`src/rtl/rv32i_fetch_stage_if.sv`:
```
// ---------------------------------------------------------------------------
// rv32i_fetch_stage_if
// Bundles every non-clock/reset signal of the fetch stage.
//   redirect_valid / redirect_pc      : redirect from branch/jump resolution
//   imem_req_valid/ready/addr         : instruction-memory request channel
//   imem_rsp_valid/data               : in-order instruction-memory responses
//   id_valid/ready, id_pc, id_instr   : fetch -> decode channel
// Modports:
//   master : the fetch stage itself
//   slave  : its environment (memory, decode, redirect source)
// ---------------------------------------------------------------------------
interface rv32i_fetch_stage_if;
  logic        redirect_valid;
  logic [31:0] redirect_pc;
  logic        imem_req_valid;
  logic        imem_req_ready;
  logic [31:0] imem_req_addr;
  logic        imem_rsp_valid;
  logic [31:0] imem_rsp_data;
  logic        id_valid;
  logic        id_ready;
  logic [31:0] id_pc;
  logic [31:0] id_instr;

  modport master (
    input  redirect_valid,
    input  redirect_pc,
    output imem_req_valid,
    input  imem_req_ready,
    output imem_req_addr,
    input  imem_rsp_valid,
    input  imem_rsp_data,
    output id_valid,
    input  id_ready,
    output id_pc,
    output id_instr
  );

  modport slave (
    output redirect_valid,
    output redirect_pc,
    input  imem_req_valid,
    output imem_req_ready,
    input  imem_req_addr,
    output imem_rsp_valid,
    output imem_rsp_data,
    input  id_valid,
    output id_ready,
    input  id_pc,
    input  id_instr
  );
endinterface

```
`src/rtl/rv32i_fetch_stage.sv`:
```
// ---------------------------------------------------------------------------
// rv32i_fetch_stage
// Instruction-fetch front end of the RV32I pipeline. Owns the PC, issues
// word fetches to instruction memory, buffers returned words in a small
// queue and presents {pc, instr} to decode. A redirect flushes the queue,
// retargets the PC and marks every still-in-flight response for discard.
//
// Ports:
//   clk  : rising-edge clock
//   rst  : synchronous, active-high reset
//   bus  : rv32i_fetch_stage_if.master (redirect, imem req/rsp, decode)
//
// Handshakes: a transfer happens on a rising edge where valid && ready are
// both high. valid never waits on ready. The decode head stays stable while
// id_valid && !id_ready. Memory responses carry no ready: they are always
// accepted, arrive in request order, and never in the accepting cycle.
// ---------------------------------------------------------------------------
module rv32i_fetch_stage #(
  parameter logic [31:0] RESET_PC    = 32'h0000_0000,
  parameter int          QUEUE_DEPTH = 2,
  parameter int          CNT_W       = 2
) (
  input logic                 clk,
  input logic                 rst,
  rv32i_fetch_stage_if.master bus
);

  localparam int AW = $clog2(QUEUE_DEPTH);
  localparam int OW = AW + 1;
  // Wide enough for outstanding + occupancy without overflow.
  localparam int SW = ((CNT_W > OW) ? CNT_W : OW) + 1;

  logic [31:0]      pc_q, pc_d;
  // PC of the next response that will be kept. Kept responses are always
  // consecutive words starting at the last redirect/reset target, so this
  // replaces a per-request PC FIFO.
  logic [31:0]      rsp_pc_q, rsp_pc_d;
  logic [CNT_W-1:0] out_q, out_d;
  logic [CNT_W-1:0] drop_q, drop_d;
  logic [AW-1:0]    wr_q, wr_d, rd_q, rd_d;
  logic [OW-1:0]    cnt_q, cnt_d;

  logic [31:0]      q_pc_mem    [QUEUE_DEPTH];
  logic [31:0]      q_instr_mem [QUEUE_DEPTH];

  logic             redirect, rsp, nonempty;
  logic             accept, pop, push;
  logic [SW-1:0]    credit;
  logic [31:0]      redirect_tgt;

  assign redirect     = bus.redirect_valid;
  assign rsp          = bus.imem_rsp_valid;
  assign redirect_tgt = bus.redirect_pc & 32'hFFFF_FFFC;
  assign nonempty     = (cnt_q != '0);

  assign bus.id_valid = nonempty && !redirect && !rst;
  assign pop          = bus.id_valid && bus.id_ready;

  // Every accepted request already owns a queue slot; a same-cycle pop
  // frees one, which keeps 1 instr/cycle with a 2-entry queue.
  assign credit             = SW'(out_q) + SW'(cnt_q) - SW'(pop);
  assign bus.imem_req_valid = !rst && !redirect && (credit < SW'(QUEUE_DEPTH));
  assign bus.imem_req_addr  = pc_q;
  assign accept             = bus.imem_req_valid && bus.imem_req_ready;

  // Responses in the redirect cycle, or owed to an older redirect, are dropped.
  assign push = rsp && (drop_q == '0) && !redirect;

  assign bus.id_pc    = nonempty ? q_pc_mem[rd_q]    : 32'h0;
  assign bus.id_instr = nonempty ? q_instr_mem[rd_q] : 32'h0;

  always_comb begin
    pc_d     = pc_q;
    rsp_pc_d = rsp_pc_q;
    out_d    = out_q + CNT_W'(accept) - CNT_W'(rsp);
    drop_d   = drop_q;
    wr_d     = wr_q;
    rd_d     = rd_q;
    cnt_d    = cnt_q;
    if (redirect) begin
      pc_d     = redirect_tgt;
      rsp_pc_d = redirect_tgt;
      // Everything still in flight after this cycle belongs to the old path.
      drop_d   = out_d;
      wr_d     = '0;
      rd_d     = '0;
      cnt_d    = '0;
    end else begin
      if (accept) pc_d = pc_q + 32'd4;
      if (rsp && (drop_q != '0)) drop_d = drop_q - CNT_W'(1);
      if (push) begin
        wr_d     = wr_q + AW'(1);
        rsp_pc_d = rsp_pc_q + 32'd4;
      end
      if (pop) rd_d = rd_q + AW'(1);
      cnt_d = cnt_q + OW'(push) - OW'(pop);
    end
  end

  always_ff @(posedge clk) begin
    if (rst) begin
      pc_q     <= RESET_PC;
      rsp_pc_q <= RESET_PC;
      out_q    <= '0;
      drop_q   <= '0;
      wr_q     <= '0;
      rd_q     <= '0;
      cnt_q    <= '0;
    end else begin
      pc_q     <= pc_d;
      rsp_pc_q <= rsp_pc_d;
      out_q    <= out_d;
      drop_q   <= drop_d;
      wr_q     <= wr_d;
      rd_q     <= rd_d;
      cnt_q    <= cnt_d;
      assert (!(rsp && (out_q == '0)));
      assert (!(push && (cnt_q == OW'(QUEUE_DEPTH))));
    end
  end

  // Queue storage needs no reset: the read side is gated by occupancy.
  always_ff @(posedge clk) begin
    if (!rst && push) begin
      q_pc_mem[wr_q]    <= rsp_pc_q;
      q_instr_mem[wr_q] <= bus.imem_rsp_data;
    end
  end

endmodule

```
`src/flat_wrapper.sv`:
```
// flat-port wrapper written by rule: the top's interface ports become plain ports
module rv32i_fetch_stage_flat 
#(
  parameter logic [31:0] RESET_PC    = 32'h0000_0000,
  parameter int          QUEUE_DEPTH = 2,
  parameter int          CNT_W       = 2
)
  (clk, rst, bus_redirect_valid, bus_redirect_pc, bus_imem_req_valid, bus_imem_req_ready, bus_imem_req_addr, bus_imem_rsp_valid, bus_imem_rsp_data, bus_id_valid, bus_id_ready, bus_id_pc, bus_id_instr);
  rv32i_fetch_stage_if bus_i ();
  input logic clk;
  input logic rst;
  input wire logic [$bits(bus_i.redirect_valid)-1:0] bus_redirect_valid;
  input wire logic [$bits(bus_i.redirect_pc)-1:0] bus_redirect_pc;
  output wire logic [$bits(bus_i.imem_req_valid)-1:0] bus_imem_req_valid;
  input wire logic [$bits(bus_i.imem_req_ready)-1:0] bus_imem_req_ready;
  output wire logic [$bits(bus_i.imem_req_addr)-1:0] bus_imem_req_addr;
  input wire logic [$bits(bus_i.imem_rsp_valid)-1:0] bus_imem_rsp_valid;
  input wire logic [$bits(bus_i.imem_rsp_data)-1:0] bus_imem_rsp_data;
  output wire logic [$bits(bus_i.id_valid)-1:0] bus_id_valid;
  input wire logic [$bits(bus_i.id_ready)-1:0] bus_id_ready;
  output wire logic [$bits(bus_i.id_pc)-1:0] bus_id_pc;
  output wire logic [$bits(bus_i.id_instr)-1:0] bus_id_instr;
  assign bus_i.redirect_valid = bus_redirect_valid;
  assign bus_i.redirect_pc = bus_redirect_pc;
  assign bus_imem_req_valid = bus_i.imem_req_valid;
  assign bus_i.imem_req_ready = bus_imem_req_ready;
  assign bus_imem_req_addr = bus_i.imem_req_addr;
  assign bus_i.imem_rsp_valid = bus_imem_rsp_valid;
  assign bus_i.imem_rsp_data = bus_imem_rsp_data;
  assign bus_id_valid = bus_i.id_valid;
  assign bus_i.id_ready = bus_id_ready;
  assign bus_id_pc = bus_i.id_pc;
  assign bus_id_instr = bus_i.id_instr;
  rv32i_fetch_stage #(.RESET_PC(RESET_PC), .QUEUE_DEPTH(QUEUE_DEPTH), .CNT_W(CNT_W)) u_core (.clk(clk), .rst(rst), .bus(bus_i));
endmodule
```
`config.mk`:
```
export PLATFORM = sky130hd
export DESIGN_NAME = rv32i_fetch_stage_flat
export DESIGN_NICKNAME = d
export VERILOG_FILES = /design/src/rtl/rv32i_fetch_stage_if.sv /design/src/rtl/rv32i_fetch_stage.sv /design/src/flat_wrapper.sv
export SDC_FILE = /design/constraint.sdc
export NUM_CORES = 1
export LEC_CHECK = 0
export BUFFER_PORTS_ARGS = -buffer_cell sky130_fd_sc_hd__buf_2
export CAP_MARGIN = 20
export CORE_MARGIN = 2
export CORE_UTILIZATION = 24
export CTS_CLUSTER_SIZE = 14
export DETAILED_ROUTE_END_ITERATION = 8
export HOLD_SLACK_MARGIN = 0.03
export PLACE_DENSITY_LB_ADDON = 0.25
export SETUP_SLACK_MARGIN = 0.4
export SLEW_MARGIN = 20
export SYNTH_ARGS = -nofsm -noshare
export SYNTH_HDL_FRONTEND = slang
export SYNTH_SLANG_ARGS = --single-unit
export TNS_END_PERCENT = 10
```
`constraint.sdc`:
```
create_clock -name clk -period 15.74 [get_ports clk]
set_input_delay 0.787 -clock clk [delete_from_list [all_inputs] [get_ports clk]]
set_output_delay 0.787 -clock clk [all_outputs]
set_load 0.005 [all_outputs]
```
==> results of run 1 <==
==> power groups by stage <==
| stage | combinational, mW | sequential (mW) | clock (mW) |
|---|---|---|---|
| after floorplan | 0.0622 | 0.589 | 0 |
| after detailed placement | 0.102 | 0.595 | 0 |
| after CTS | 0.102 | 0.583 | 0.443 |
| after global routing | 0.114 | 0.587 | 0.464 |
| final | 0.0999 | 0.583 | 0.428 |
| after global placement | 0.100 | 0.594 | 0 |
==> worst reg2reg max path: stages, from the launching register on <==
cell      delay [ns]
dfxtp_1         0.37
nor2_4          0.11
buf_4           0.55
nor2_1          0.14
and2_1          0.23
ha_1            0.29
nand2b_1        0.15
fa_1            0.38
xor2_1          0.16
nand4_1         0.11
buf_4           0.37
inv_1           0.39
nor2_1          0.55
o21ai_0         0.19
a31oi_1         0.18
==> sequential cells by signal, indices dropped and copies added (netlist names), named ones only <==
| register | flops |
|---|---|
| u_core.q_pc_mem | 60 |
| u_core.wr_q | 1 |
| u_core.out_q | 2 |
| u_core.rd_q | 1 |
| u_core.drop_q | 2 |
| u_core.bus.imem_req_addr | 30 |
| u_core.cnt_q | 2 |
| u_core.q_instr_mem | 64 |
| u_core.rsp_pc_q | 30 |
==> synth_stat cells (7+ instances only) <==
cell type,number,share of area [%]
a21oi_1,38,2.2
a211oi_1,17,1.5
nand2_1,27,1.2
xnor2_1,14,1.4
buf_1,7,0.31
nand4_1,29,2.1
nor3_1,10,0.59
o22ai_1,7,0.51
mux2i_1,64,7.5
edfxtp_1,124,44
xor2_1,34,3.5
clkbuf_1,32,1.4
a31oi_1,9,0.66
and3_1,20,1.5
nor2_1,111,4.9
nand3_1,19,1.1
ha_1,9,1.3
nor4_1,13,0.95
dfxtp_1,69,16
inv_1,20,0.88
o21ai_0,11,0.64
==> kinds of logic after synthesis <==
family	count (synthesis)	synth area share, %
AOI/OAI and AO/OA	107	7.88
xor gates and xnor gates	48	4.92
adders and majority gates	10	1.55
buffers and inverters	65	3.06
DFF	193	59.7
muxes	65	7.62
other	1	0.0438
and+or+nand+nor	257	15.2
==> routing by layer <==
metal  wire, um  GRT usage [%]
met5          0              0
met4        294           3.88
met3       1160           2.76
met2       9690           18.5
met1      11500           17.5
==> final timing paths <==
check                           slack, ns  cells past startpoint                           end                 from
worst max-delay path                11.34                     15  u_core.bus.imem_req_addr[12]                  rst
worst min-delay path                 0.49                      0        u_core.q_pc_mem[1][28]  u_core.rsp_pc_q[28]
worst max register to register      11.54                     14  u_core.bus.imem_req_addr[12]      u_core.cnt_q[0]
worst min register to register       0.49                      0        u_core.q_pc_mem[1][28]  u_core.rsp_pc_q[28]
==> metrics by stage <==
stage	instance area (um^2)	hold slack, ns	setup slack [ns]	power [mW]	util [%]
floorplan	8560	0.426	9.72	0.651	-
global placement	9840	0.481	10.83	0.694	27.9
detailed placement	9840	0.484	10.81	0.696	27.9
CTS	10400	0.503	11.29	1.13	29.5
global route	10400	0.509	10.98	1.16	29.5
finish	10400	0.494	11.34	1.11	29.5
==> layout make-up <==
cell class                      instances  area share [%]
Timing Repair Buffer                  169            8.31
Sequential cell                       193            49.0
Clock inverter                         14            1.42
Clock buffer                           18            4.12
Tap cell                              461            5.54
Inverter                               20           0.721
Multi-Input combinational cell        491            30.9
==> impl_metrics.py, run 1 <==
metrics = {
    "floorplanning": {
        "die_h_um": 193,
        "core-area_mm2": 0.0353,
        "die_area_mm2": 0.0372,
        "rows": 69,
        "initial_core_util_pct": 24.2,
        "die_x_um": 193,
        "io_pins": 168,
    },
    "power": {
        "powerDensity_mw_per_mm2": 107,
        "switching_share_pct": 25.6,
        "leakagePower_nw": 3.86,
        "p_seq_share_pct": 52.5,
        "combPwrFrac_pct": 9.0,
        "switchingPower_mw": 0.284,
        "p_clk_share_pct": 38.5,
        "internal-power_mw": 0.827,
        "max-vdd-ir-drop_mv": 0.0777,
    },
    "worst_hold_path": {
        "hold_class": "flip-flop to flip-flop",
    },
    "setup_path": {
        "critPathMaxFanout": 59,
        "slowest_delay_ns": 0.55,
        "criticalPathCategory": "primary input to flip-flop",
        "crit_path_start_kind": "primary input",
        "crit_buf_inv": 4,
        "cp.arrival_ns": 4.78,
        "slowest_stage": "nor2_1",
        "cp_cell_sequence": "buf_2, buf_4, or2_2, nor2_1, and2_1, ha_1, nand2b_1, fa_1, xor2_1, nand4_1, buf_4, inv_1, nor2_1, o21ai_0, a31oi_1",
        "critPathTopFamily": "simple AND/OR/NAND/NOR gates",
        "crit_required_ns": 16.12,
        "worstSetupEndpointType": "flip-flop",
    },
    "final_layout": {
        "most-common-layout-cells": "buf_2 (161), edfxtp_1 (124), nor2_1 (110), dfxtp_1 (68), mux2i_1 (64)",
        "num-fill-cells": 3708,
        "seq_area_mm2": 0.00511,
        "nets": 972,
        "final_cells": 1366,
        "syn_to_final_growth_pct": 21.8,
        "drive_above_1_share_pct": 23.6,
        "multi_input_area_mm2": 0.00322,
        "n_antenna_cell": 0,
        "final_common_cell": "buf_2",
    },
    "synthesis": {
        "syn_area_per_cell_um2": 11.5,
        "ys_ff_latch": 193,
        "synth_ff_type": "edfxtp_1",
        "async_flop_share_pct": 0,
        "synth_area_mm2": 0.00855,
        "seq_area_frac_synth_pct": 59.7,
        "synth.distinct_cells": 55,
        "synth_edf_count": 124,
        "ys_warn_count": 0,
        "netlist_instances": 746,
    },
    "route": {
        "final_antenna_net_count": 0,
        "finalWirelength_mm": 22.7,
        "drt_pre_antenna_iters": 4,
        "drt_iter0_drc": 260,
        "route.detailed.drc": 0,
        "post_drt_wl_per_cell_um": 16.6,
        "dr_total_vias": 6126,
        "viasPerCell": 4.48,
    },
    "global_routing": {
        "grt-ovfl-total": 0,
        "grt_max_degree": 64,
        "grt_antenna_before_repair": 0,
        "grt_pass1_vias": 5956,
        "grt_pass1_wl_mm": 34.5,
        "grt.total_usage_pct": 12.3,
    },
    "clock_tree": {
        "cts_buffer_depth": 2,
        "clock_sink_count": 193,
        "cts_setup_buffers": 0,
        "htreeDepth": 4,
        "ctsHoldBuffers": 0,
        "clockRootBuffer": "clkbuf_16",
        "cts_buffers": 17,
        "cts.clk_slew.worst_paths_ns": 0.08,
        "ctsResizeCount": 0,
        "cts_tree": "done",
        "worstSkewPairLatency_ns": 0.45,
    },
    "sta": {
        "final.min_clock_period_ns": 4.40,
        "fin_crit_sh_pct": 28.0,
        "setup_viol": 0,
        "slew_viol_final": 0,
        "rsz0062_at_grt": "no",
        "fin_skew_ns": 0.00933,
        "hold_viol": 0,
        "finalSetupTns_ns": 0,
        "worst_slew_pin_slew_ns": 0.921,
        "maxSlewHeadroom_pct": 38.6,
        "fmax_mhz": 227,
    },
    "placed_design": {
        "port_buffers": 161,
        "hpwlAfterDp_mm": 15.4,
        "dp_cells": 1334,
        "globalplace.congestion": 0.767,
    },
    "run": {
        "maxCapViolCount": 0,
    },
    "outcome": {
        "outcome": "complete, no violations",
    },
}
No activity file was read; power rests on OpenSTA's default activity.
==> run 2, diff against run 1 <==
--- a/config.mk
+++ b/config.mk
@@ -5,6 +5,7 @@
 export SDC_FILE = /design/constraint.sdc
 export NUM_CORES = 1
 export LEC_CHECK = 0
+export ABC_AREA = 1
 export BUFFER_PORTS_ARGS = -buffer_cell sky130_fd_sc_hd__buf_2
 export CAP_MARGIN = 20
 export CORE_MARGIN = 2
==> constraint.sdc (replaced) <==
create_clock -name clk -period 3.75 [get_ports clk]
set_input_delay 0.1875 -clock clk [delete_from_list [all_inputs] [get_ports clk]]
set_output_delay 0.1875 -clock clk [all_outputs]
set_load 0.005 [all_outputs]
==> run 2 against run 1 <==
  * Worst hold slack got worse by 0.42 ns
  * Routed wire length rose by 24%
  * Die area rose by 9.3%
  * Largest power group unchanged
==> impl_metrics.py, run 2 <==
metrics = {
    "outcome": {
        "outcome": "complete, no violations",
    },
    "final_layout": {
        "syn_to_final_growth_pct": 25.1,
        "final_cells": 1852,
        "largest_reg_flops": 64,
        "n_antenna_cell": 0,
        "largest_register": "u_core.q_instr_mem",
        "top_regs": "u_core.q_instr_mem x64, u_core.q_pc_mem x60",
        "final_util_pct": 30.4,
        "nets": 1401,
        "final_area_mm2": 0.0117,
        "drive_above_1_share_pct": 18.0,
        "final_common_cell": "nand2_1",
        "most-common-layout-cells": "nand2_1 (397), buf_2 (161), edfxtp_1 (124), inv_1 (116), a21oi_1 (113)",
    },
    "setup_path": {
        "crit_required_ns": 4.09,
        "r2r_cells": 17,
        "slowest_delay_ns": 0.48,
        "cp.arrival_ns": 3.31,
        "slowest_stage": "fa_1",
        "crit_path_start_kind": "flip-flop",
        "criticalPathCategory": "flip-flop to flip-flop",
        "critPathTopFamily": "simple AND/OR/NAND/NOR gates",
        "worstSetupEndpointType": "flip-flop",
        "r2r-start": "u_core.cnt_q[1]",
        "reg2reg_to": "u_core.bus.imem_req_addr[7]",
        "critical_path_depth": 17,
        "r2r_setup_slack_ns": 0.78,
        "critPathMaxFanout": 9,
        "crit_buf_inv": 5,
        "cp_cell_sequence": "nor2_4, nor2_1, nand2_1, inv_1, ha_1, or2_2, fa_1, inv_1, nor2_8, nand3_4, buf_12, nand2_2, inv_1, nand2_1, nand3_1, nand2_1, inv_1",
        "cpMostUsedCell": "inv_1",
    },
    "clock_tree": {
        "htreeDepth": 4,
        "worstSkewPairLatency_ns": 0.44,
        "cts_tree": "done",
        "cts_buffers": 17,
        "clockRootBuffer": "clkbuf_16",
        "clock_sink_count": 193,
        "cts.clk_slew.worst_paths_ns": 0.08,
        "cts_buffer_depth": 2,
    },
    "synthesis": {
        "synth_area_leaders": "edfxtp_1 (40%), nand2_1 (16%), dfxtp_1 (15%), a21oi_1 (6.0%), inv_1 (4.6%)",
        "synth_area_mm2": 0.00937,
        "synth.most_common_cell": "nand2_1",
        "synth_edf_count": 124,
        "syn_area_per_cell_um2": 8.25,
        "synth.distinct_cells": 37,
        "yosysTopAreaCellShare_pct": 39.7,
        "synth_ff_type": "edfxtp_1",
        "ys_warn_count": 0,
        "ys_ff_latch": 193,
        "synth_top_cells_by_count": "nand2_1 (397), edfxtp_1 (124), inv_1 (116), a21oi_1 (113), nor2_1 (80)",
        "synth.largest_area_cell": "edfxtp_1",
        "seq_area_frac_synth_pct": 54.5,
        "netlist_instances": 1135,
        "async_flop_share_pct": 0,
    },
    "route": {
        "post_drt_wl_per_cell_um": 15.2,
        "route.detailed.drc": 0,
        "dr_total_vias": 7919,
        "finalWirelength_mm": 28.1,
        "drt_iter0_drc": 511,
        "drt_pre_antenna_iters": 5,
        "viasPerCell": 4.28,
        "final_antenna_net_count": 0,
    },
    "global_routing": {
        "grtUsageMet1_pct": 19.5,
        "grt_pass1_vias": 7461,
        "grt_use_met2_pct": 21.7,
        "grt_max_degree": 63,
        "grt_antenna_before_repair": 0,
        "grt_util_met3_pct": 2.67,
        "grt_pass1_wl_mm": 43.2,
        "busiest_layer": "met2",
        "grt.total_usage_pct": 13.8,
        "grt-ovfl-total": 0,
    },
    "sta": {
        "setup_viol": 0,
        "fin_skew_ns": 0.00906,
        "finalSetupTns_ns": 0,
        "final.min_clock_period_ns": 2.97,
        "slew_viol_final": 0,
        "fin_ws_ns": 0.777,
        "whs_ns": 0.0748,
        "fmax_mhz": 336,
        "fin_crit_sh_pct": 79.3,
        "hold_viol": 0,
        "worst_slew_pin_slew_ns": 0.912,
        "maxSlewHeadroom_pct": 39.2,
        "rsz0062_at_grt": "no",
    },
    "placed_design": {
        "placed_cell_area_mm2": 0.0107,
        "globalplace.congestion": 0.835,
        "post-place-ws_ns": 0.400,
        "port_buffers": 161,
        "hpwlAfterDp_mm": 18.9,
        "dp_cells": 1785,
    },
    "floorplanning": {
        "die_x_um": 202,
        "die_h_um": 202,
        "die_area_mm2": 0.0406,
        "rows": 72,
        "io_pins": 168,
        "core-area_mm2": 0.0386,
        "initial_core_util_pct": 24.3,
    },
    "run": {
        "maxCapViolCount": 0,
    },
    "worst_hold_path": {
        "hold_start": "bus_redirect_pc[21]",
        "hold_class": "primary input to flip-flop",
        "whs_path_depth": 3,
        "holdPathEnd": "u_core.rsp_pc_q[21]",
    },
    "power": {
        "leakagePower_nw": 4.77,
        "powerDensity_mw_per_mm2": 415,
        "max-vdd-ir-drop_mv": 0.295,
        "finalPower_mw": 4.86,
    },
}
[run 2: cell count changes in the layout (fill, tap and decap cells not counted), moves of 19 or more]
cell           delta
xor2_1           -22
nand2_1         +370
nand4_1          -25
inv_1            +97
mux2i_1          -64
o21ai_0          +19
nor2_1           -31
and3_1           -20
a21oi_1          +75
nand3_1          +51
dlygate4sd3_1    +32
[run 2: power by group]
group	internal (mW)	switching, mW	total [mW]	leakage [nW]
Clock	1.04	0.933	1.97	0.310
Sequential	2.35	0.0842	2.43	1.70
Combinational	0.180	0.287	0.467	2.76
Total	3.56	1.30	4.86	4.77
[run 2: layer usage]
metal / vias up / part of all wire, %
li1: 4060 / -
met1: 3647 / 51
met2: 190 / 44
met3: 22 / 4.4
met4: 0 / 1.2
met5: - / 0
[run 2: kinds of logic (layout without fill, tap and decap cells)]
logic type / Yosys count / in the layout / share of synthesized area, %
adders and majority gates: 10 / 10 / 1.42
other: 1 / 4 / 0.0400
AOI/OAI and AO/OA: 165 / 165 / 9.14
and+or+nand+nor: 583 / 583 / 25.8
buffers and inverters: 165 / 361 / 7.43
DFF: 193 / 193 / 54.5
xor gates and xnor gates: 18 / 18 / 1.68
[run 2: final cells by class]
| cell class | instances | area, um^2 |
|---|---|---|
| clock inverters | 14 | 208 |
| multi-input cells | 780 | 3610 |
| flip-flops and latches | 193 | 5110 |
| repair buffers | 207 | 1250 |
| well taps | 518 | 648 |
| clock buffers | 18 | 429 |
| inverters | 122 | 469 |
| fillers | 4163 | 26800 |
[run 2: worst max path at each step]
stage	from	to	slack (ns)
2_1_floorplan	u_core.drop_q[0]	u_core.q_instr_mem[0][0]	0.21
3_3_place_gp	rst	u_core.bus.imem_req_addr[10]	0.49
3_5_place_dp	rst	u_core.bus.imem_req_addr[10]	0.40
4_1_cts	u_core.cnt_q[1]	u_core.bus.imem_req_addr[10]	0.48
5_1_grt	u_core.cnt_q[1]	u_core.drop_q[1]	0.53
6_report	u_core.cnt_q[1]	u_core.bus.imem_req_addr[7]	0.78
[run 2: timing repair]
action	4_1_cts	5_1_grt
setup buffers	0	3
hold buffers	32	0
hold endpoints to repair	64	0
gates resized for setup	0	1
setup endpoints to repair	0	12
[run 2: worst reg2reg max path: stages, from the launching register on]
cell,delay (ns)
dfxtp_1,0.42
nor2_4,0.05
nor2_1,0.13
nand2_1,0.10
inv_1,0.09
ha_1,0.22
or2_2,0.31
fa_1,0.48
inv_1,0.09
nor2_8,0.13
nand3_4,0.11
buf_12,0.16
nand2_2,0.17
inv_1,0.14
nand2_1,0.09
nand3_1,0.06
nand2_1,0.07
inv_1,0.04
